File: src/rtl/reverse_number_radix_if.sv
// Start/done handshake bundle for the iterative radix digit reverser.
// The host drives start/din; the reverser returns status and result fields.
interface reverse_number_radix_if #(
    parameter int unsigned WIDTH = 16,
    parameter int unsigned CW    = $clog2(WIDTH + 1)
);
    logic             start;
    logic [WIDTH-1:0] din;
    logic             busy;
    logic             done;
    logic [WIDTH-1:0] dout;
    logic [CW-1:0]    ndigits;
    logic             ovf;
    logic             pal;

    modport master (
        output start, din,
        input  busy, done, dout, ndigits, ovf, pal
    );

    modport slave (
        input  start, din,
        output busy, done, dout, ndigits, ovf, pal
    );
endinterface

File: src/rtl/reverse_number_radix.sv
// Iterative digit reverser: one radix-RADIX digit per clock, level start/done handshake.
// Returns reversed value (mod 2^WIDTH), significant-digit count, overflow and palindrome flags.
module reverse_number_radix #(
    parameter int unsigned WIDTH = 16,
    parameter int unsigned RADIX = 10
) (
    input logic                   clk,
    input logic                   rst,
    reverse_number_radix_if.slave bus
);
    localparam int unsigned CW = $clog2(WIDTH + 1);
    // Wide enough for re*RADIX + digit without loss, and to hold RADIX itself.
    localparam int unsigned SW = WIDTH + $clog2(RADIX) + 1;

    if (RADIX < 2 || RADIX > 16) begin : g_bad_radix
        $error("reverse_number_radix: RADIX must be in 2..16");
    end
    if (WIDTH < 2) begin : g_bad_width
        $error("reverse_number_radix: WIDTH must be >= 2");
    end

    typedef enum logic [1:0] {StIdle, StIter, StDone} state_e;

    state_e           state_q;
    logic [WIDTH-1:0] x_q, re_q, orig_q, dout_q;
    logic [CW-1:0]    cnt_q, ndigits_q;
    logic             ovf_acc_q, ovf_q, pal_q, busy_q, done_q;

    logic [SW-1:0]    x_wide, sum_wide;
    logic [WIDTH-1:0] digit, quot;
    logic             sum_ovf;

    always_comb begin
        x_wide   = SW'(x_q);
        digit    = WIDTH'(x_wide % SW'(RADIX));
        quot     = WIDTH'(x_wide / SW'(RADIX));
        sum_wide = SW'(re_q) * SW'(RADIX) + SW'(digit);
        sum_ovf  = |sum_wide[SW-1:WIDTH];
    end

    always_ff @(posedge clk or posedge rst) begin
        if (rst) begin
            state_q   <= StIdle;
            x_q       <= '0;
            re_q      <= '0;
            orig_q    <= '0;
            cnt_q     <= '0;
            ovf_acc_q <= 1'b0;
            dout_q    <= '0;
            ndigits_q <= '0;
            ovf_q     <= 1'b0;
            pal_q     <= 1'b0;
            busy_q    <= 1'b0;
            done_q    <= 1'b0;
        end else begin
            case (state_q)
                StIdle: begin
                    if (bus.start) begin
                        x_q       <= bus.din;
                        orig_q    <= bus.din;
                        re_q      <= '0;
                        cnt_q     <= '0;
                        ovf_acc_q <= 1'b0;
                        busy_q    <= 1'b1;
                        state_q   <= StIter;
                    end
                end
                StIter: begin
                    if (x_q != '0) begin
                        re_q  <= sum_wide[WIDTH-1:0];
                        x_q   <= quot;
                        cnt_q <= cnt_q + CW'(1);
                        if (sum_ovf) begin
                            ovf_acc_q <= 1'b1;
                        end
                    end else begin
                        dout_q    <= re_q;
                        ndigits_q <= cnt_q;
                        ovf_q     <= ovf_acc_q;
                        pal_q     <= !ovf_acc_q && (re_q == orig_q);
                        busy_q    <= 1'b0;
                        done_q    <= 1'b1;
                        state_q   <= StDone;
                    end
                end
                StDone: begin
                    // Holding start keeps us here so a level request cannot retrigger.
                    if (!bus.start) begin
                        done_q  <= 1'b0;
                        state_q <= StIdle;
                    end
                end
                default: state_q <= StIdle;
            endcase
        end
    end

    assign bus.busy    = busy_q;
    assign bus.done    = done_q;
    assign bus.dout    = dout_q;
    assign bus.ndigits = ndigits_q;
    assign bus.ovf     = ovf_q;
    assign bus.pal     = pal_q;
endmodule

File: src/flat_wrapper.sv
// flat-port wrapper written by rule: the top's interface ports become plain ports
module reverse_number_radix_flat 
#(
    parameter int unsigned WIDTH = 16,
    parameter int unsigned RADIX = 10
)
  (clk, rst, bus_start, bus_din, bus_busy, bus_done, bus_dout, bus_ndigits, bus_ovf, bus_pal);
  reverse_number_radix_if #(.WIDTH(WIDTH)) bus_i ();
  input logic clk;
  input logic rst;
  input wire logic [$bits(bus_i.start)-1:0] bus_start;
  input wire logic [$bits(bus_i.din)-1:0] bus_din;
  output wire logic [$bits(bus_i.busy)-1:0] bus_busy;
  output wire logic [$bits(bus_i.done)-1:0] bus_done;
  output wire logic [$bits(bus_i.dout)-1:0] bus_dout;
  output wire logic [$bits(bus_i.ndigits)-1:0] bus_ndigits;
  output wire logic [$bits(bus_i.ovf)-1:0] bus_ovf;
  output wire logic [$bits(bus_i.pal)-1:0] bus_pal;
  assign bus_i.start = bus_start;
  assign bus_i.din = bus_din;
  assign bus_busy = bus_i.busy;
  assign bus_done = bus_i.done;
  assign bus_dout = bus_i.dout;
  assign bus_ndigits = bus_i.ndigits;
  assign bus_ovf = bus_i.ovf;
  assign bus_pal = bus_i.pal;
  reverse_number_radix #(.WIDTH(WIDTH), .RADIX(RADIX)) u_core (.clk(clk), .rst(rst), .bus(bus_i));
endmodule
File: config.mk
export PLATFORM = sky130hd
export DESIGN_NAME = reverse_number_radix_flat
export DESIGN_NICKNAME = d
export VERILOG_FILES = /design/src/rtl/reverse_number_radix_if.sv /design/src/rtl/reverse_number_radix.sv /design/src/flat_wrapper.sv
export SDC_FILE = /design/constraint.sdc
export NUM_CORES = 1
export LEC_CHECK = 0
export BUFFER_PORTS_ARGS = -buffer_cell sky130_fd_sc_hd__clkbuf_2
export CAP_MARGIN = 10
export CORE_ASPECT_RATIO = 1.5
export CORE_UTILIZATION = 30
export CTS_BUF_LIST = sky130_fd_sc_hd__clkbuf_4 sky130_fd_sc_hd__clkbuf_8
export CTS_CLUSTER_DIAMETER = 100
export DETAILED_ROUTE_END_ITERATION = 8
export PLACE_DENSITY = 0.54
export SETUP_SLACK_MARGIN = 0.2
export SKIP_LAST_GASP = 1
export SLEW_MARGIN = 25
export SYNTH_ARGS = -nofsm -noshare
export SYNTH_HDL_FRONTEND = slang
export SYNTH_SLANG_ARGS = --single-unit
export TNS_END_PERCENT = 20
File: constraint.sdc
create_clock -name clk -period 16.6 [get_ports clk]
set_input_delay 3.32 -clock clk [delete_from_list [all_inputs] [get_ports clk]]
set_output_delay 3.32 -clock clk [all_outputs]
set_load 0.005 [all_outputs]
# Yosys cells after proc, flatten, opt, wreduce, memory -nomap -nowiden
# Cells that the tools add are included.
dict set report word_totals {
  regBits 81
  latch_bits 0
  ram_bits 0
  mem_bits_ro 0
  inputBits 19
  output_inout_bits 25
  word_cells 63
  mem_count 0
}
dict set report op_classes {
  add_sub_neg 2
  n_mul 1
  div 2
  order_cmp 0
  n_eq_ne 8
  shift 0
  muxes 23
  bitwise 1
  reduce_logical 14
}
# operator n
set ops {}
lappend ops {{16-bit two-way mux} 4}
lappend ops {{16-bit case mux with 2 select lines} 2}
lappend ops {{20-bit by 16-bit adder with 21-bit output} 1}
lappend ops {{16-bit by 4-bit divider with 21-bit output, second input constant} 1}
lappend ops {{16-bit by 4-bit modulo with 21-bit output, second input constant} 1}
lappend ops {{16-bit by 3-bit multiplier with 19-bit output, second input constant} 1}
lappend ops {{16-bit == test} 1}
lappend ops {{16-bit nonzero test} 1}
lappend ops {{3-bit AND reduction} 4}
lappend ops {{5-bit two-way mux} 2}
lappend ops {{5-bit case mux with 2 select lines} 1}
lappend ops {{1-bit two-way mux} 7}
lappend ops {{2-bit two-way mux} 3}
lappend ops {{2-bit inequality test, second input constant} 3}
lappend ops {{1-bit case mux with 2 select lines} 3}
lappend ops {{2-bit case mux with 3 select lines} 1}
lappend ops {{5-bit by 1-bit adder with 5-bit output, second input constant} 1}
lappend ops {{5-bit OR reduction} 1}
lappend ops {{2-bit by 1-bit inequality test with 1-bit output, second input constant} 2}
lappend ops {{2-bit AND reduction} 2}
lappend ops {{4-bit AND reduction} 1}
lappend ops {{2-bit nonzero test} 2}
lappend ops {{2-bit by 1-bit == test with 1-bit output, second input constant} 1}
lappend ops {{2-bit == test, second input constant} 1}
lappend ops {{4 further kinds} 4}

# Logic depth before layout (Yosys ltp)
dict set report logic_depth {
  depth_word 6
  mapped_depth 42
  ltp_nobuf 37
}

# Worst setup path before layout
# OpenSTA, ideal clock, no wires.
dict set report synth_timing {
  path_kind {register to register}
  startpoint {reg u_core.x_q[13]}
  endpoint {reg u_core.ovf_acc_q}
  setup_ns 0.121
  arrival_time_ns 7.727
  required_time_ns 16.479
  slack_ns 8.752
  path_stages_with_launch 42
  n_path_buf 4
  period_less_slack_ns 7.848
  cell_sequence {dfrtp_1 buf_4 nand2b_2 o32a_1 o211ai_2 nand2_2 or3_1 buf_2 a311o_4 a32oi_2 nand3_2 buf_6 nor3b_1 a211o_1 nor4_1 a31oi_1 xnor2_2 ha_1 [6 not listed] ha_1 inv_1 fa_1 nor2b_1 o21ai_0 a21boi_0 o21ai_0 a21boi_0 o21ai_0 a21boi_0 o21ai_0 nand2b_1 a21oi_1 o21bai_1 a21o_1 nor4_1 o2111ai_1 a22o_1}
}
dict set report synth_between {
  elab_chain_len 5
  word_cells_on_any_way 7
  classes_between {add/sub: 1; div: 1; eq/ne: 2; reduce/logical: 3}
}
# item line_no
set synth_lines {}
lappend synth_lines {{start: declaration} reverse_number_radix.sv:25} ;# logic [WIDTH-1:0] x_q, re_q, orig_q, dout_q;
lappend synth_lines {{start signal: assignment} reverse_number_radix.sv:59} ;# x_q <= bus.din;
lappend synth_lines {{start signal: assignment} reverse_number_radix.sv:71} ;# x_q <= quot;
lappend synth_lines {{16-bit by 4-bit modulo with 21-bit output} reverse_number_radix.sv:35} ;# digit = WIDTH'(x_wide % SW'(RADIX));
lappend synth_lines {{20-bit by 16-bit adder with 21-bit output} reverse_number_radix.sv:37} ;# sum_wide = SW'(re_q) * SW'(RADIX) + SW'(digit);
lappend synth_lines {{5-bit OR reduction} reverse_number_radix.sv:38} ;# sum_ovf = |sum_wide[SW-1:WIDTH];
lappend synth_lines {{2-bit by 1-bit inequality test with 1-bit output (no source line)} n/a}
lappend synth_lines {{4-bit AND reduction (no source line) *} n/a}
lappend synth_lines {{end signal: assignment} reverse_number_radix.sv:48} ;# ovf_acc_q <= 1'b0;
lappend synth_lines {{end signal: assignment} reverse_number_radix.sv:63} ;# ovf_acc_q <= 1'b0;
lappend synth_lines {{end signal: assignment} reverse_number_radix.sv:74} ;# ovf_acc_q <= 1'b1;
lappend synth_lines {{end: declaration} reverse_number_radix.sv:27} ;# logic ovf_acc_q, ovf_q, pal_q, busy_q, done_q;
# Every way passes the cells marked *; elsewhere a longest branch is shown, timed or not.
# A chain may end at the register's enable or synchronous reset.

# Worst setup path after layout
dict set report layout_timing {
  startpoint {reg u_core.x_q[14]}
  endpoint {reg u_core.ovf_acc_q}
}
# The elaborated chain is that of the path after synthesis.

==> results by group <==
Worst setup path
  – Crit path DAT: ~9.6 ns
  – CP top delay family: compound AO/OA/AOI/OAI gates
  – Crit Path Category: register to register
  – Worst Setup Start Kind: register
  – CP bufs+invs: 0
  – Worst path most repeated cell: o21ai_0
  – CP max-delay cell: dfrtp_1
  – Req. time, crit path: about 17 ns
  – CP endpoint kind: register
  – Critical path peak fanout: 21
  – CP max stage delay: 0.73 ns

Detailed routing
  – Routed WL per cell: around 17 microns
  – Routed Antenna Nets: 0
  – Drt pass-1 iters: 7
  – DRC: 4
  – Vias per cell: between 5 and 6
  – Detailed Route Iter0 Violations: 488
  – WL final: between 15000 and 20000 microns
  – Vias: between 5k and 6k

CTS
  – Cts repair resizes: 0
  – Clock Sinks: between 80 and 90
  – Postcts setup bufs: 0
  – Bufs on Longest Clock Path: 2
  – Hold_buf cts: 0
  – Clk Latency, worst-skew pair: 0.38 ns
  – CTS tree: done
  – H-tree levels: 3
  – Clock buffer count from CTS: 9
  – CTS root buf: clkbuf_8
  – Worst-path clk slew: ~0.09 ns

Synthesis
  – Most common cell in the netlist: nand2_1
  – Post-synth top area cell: dfrtp_1
  – Mapped Cells: 800
  – Syn Nets: between 800 and 900
  – Synth warn: 0
  – Post-synth top cells: 107 x nand2_1, 81 x dfrtp_1, 66 x o21ai_0, 55 x nor2_1, 46 x ha_1
  – Asr flop ratio synth: 1.00
  – Sequential area share after synthesis: 0.299
  – EDFF count, synth: 0
  – Synth Flop Type: dfrtp_1
  – Yosys top cell area share: 0.299
  – Synth unique cells: 97
  – Synth Cell Area: about 0.0068 sq mm
  – Syn Area/Cell: approximately 8.5 sq um
  – Register bit total from synthesis: slightly above 80
  – Largest cells by area after synthesis: dfrtp_1 30%, ha_1 8.5%, nand2_1 5.9%, o21ai_0 4.9%, mux2_2 4.3%

Floorplanning
  – Top-level I/O count: 44
  – Die X: 125 microns
  – Starting density of the core: 0.304
  – Row count: 67
  – Chip Height: approximately 190 microns
  – Core Area: approximately 0.022 sq mm
  – Die area: around 0.023 sq mm

Placed design
  – DP Wirelength: 14400 microns
  – Number of buffers added on ports: 43
  – GP Congestion: approximately 0.9

Timing
  – Worst-Margin Slew: between 0.9 and 1 ns
  – Max Slew Vio Count: 0
  – Post-route clock period utilization: 0.564
  – Final hold vios: 0
  – Setup TNS Final: 0 ns
  – Final min period: roughly 9.4 ns
  – Worst slew margin: 0.354
  – Worst Clk Skew: ~0.014 ns
  – Fmax: 107 MHz
  – Hold_ws: around 0.5 ns
  – RSZ-0062 raised after global routing: false
  – Endpoints failing setup: 0

Layout
  – Area growth syn-to-layout: 8.98%
  – Fin nets: about 880
  – Share of layout cells above drive strength 1: 0.151
  – Antenna cells: 0

Run status
  – Violated checks: design-rule violations
  – Status: complete, but fails checks

Global route
  – Largest net degree at the start of global routing: 50
  – Overall routing resource usage: 0.166
  – Initial antenna violation count: 0
  – First-pass GRT wire length: ~30000 microns
  – Number of global-route vias before repair: 5612
  – Gr ovfl total: 0

Job
  – Max-cap viol count: 0

Min path
  – Hold crit path type: register to register
[routing by layer]
metal,vias to the layer above,wire (microns),global-route usage
met3,39,470,0.0157
met5,-,0,0
met1,2828,7570,0.182
met4,0,740,0.0888
met2,139,10100,0.316
li1,2931,-,-
[worst reg2reg max path, delay by kind of cell, from the launching register on]
| kind | cells | cell delay, ns |
|---|---|---|
| and+or+nand+nor | 10 | 2.35 |
| adders and majority gates | 2 | 0.51 |
| muxes | 1 | 0.22 |
| AOI/OAI and AO/OA | 20 | 5.14 |
| xor gates and xnor gates | 2 | 0.32 |
| DFF | 1 | 0.73 |
[area by class of cell]
type	count	area (sq um)
fillers	2377	14900
multi-input cells	637	4420
flip-flops and latches	81	2030
well taps	276	345
repair buffers	47	245
inverters	35	133
clock buffers	10	131
clock inverters	6	92.6
[layout by cell type, fill, tap and decap left out, types with 5 or more instances in the layout]
cell	n
nand2_1	107
dfrtp_1	81
nand4_1	7
o21ai_0	66
nand3b_1	5
nor3_1	21
o21bai_1	5
nor2_1	53
nor4_1	16
xor2_1	24
a21boi_0	7
mux2i_1	11
nor2b_1	9
o31ai_1	5
a211oi_1	7
a31oi_1	10
clkbuf_8	9
xnor2_1	19
a22o_1	5
nand2b_1	7
ha_1	46
nand3_1	24
a21oi_1	40
o211ai_1	9
inv_1	33
mux2_2	26
a21o_1	5
clkbuf_2	43
[through the flow]
| step | cells | setup slack [ns] | cell area, sq um | util |
|---|---|---|---|---|
| CTS | 1092 | 7.29 | 7400 | 0.332 |
| global placement | 1076 | 7.38 | 7170 | 0.322 |
| global route | 1092 | 6.41 | 7400 | 0.332 |
| detailed placement | 1076 | 7.32 | 7170 | 0.322 |
| finish | 1092 | 7.23 | 7400 | 0.332 |
| floorplan | 800 | 8.75 | 6790 | - |
[cells by family after synthesis]
family,share of synthesized area
mux,0.0610
flops,0.299
xor+xnor,0.0579
simple gates,0.215
compound gates,0.223
buf+inv,0.0512
fa+ha+maj,0.0938
[final timing paths]
check                                  from                  to  slack, ns  cells after the start
setup / recovery             u_core.x_q[14]    u_core.ovf_acc_q       7.23                     35
hold reg to reg            u_core.orig_q[0]    u_core.orig_q[0]       0.51                      2
max in group asynchronous               rst  u_core.bus.dout[9]      12.55                      3
min in group asynchronous               rst      u_core.re_q[0]       2.96                      2
hold / removal             u_core.orig_q[0]    u_core.orig_q[0]       0.51                      2
setup reg to reg             u_core.x_q[14]    u_core.ovf_acc_q       7.23                     35
[sequential cells by signal, indices dropped and copies added, names as in the netlist]
signal / count
u_core.ovf_acc_q: 1
u_core.bus.done: 1
u_core.bus.pal: 1
u_core.bus.dout: 16
u_core.orig_q: 16
u_core.bus.ovf: 1
u_core.state_q: 2
u_core.x_q: 16
u_core.cnt_q: 5
u_core.bus.ndigits: 5
u_core.bus.busy: 1
u_core.re_q: 16
Power is left out: the tool's default activity adds up to more than one toggle a clock period on the data nets, which glitch-free logic cannot reach.
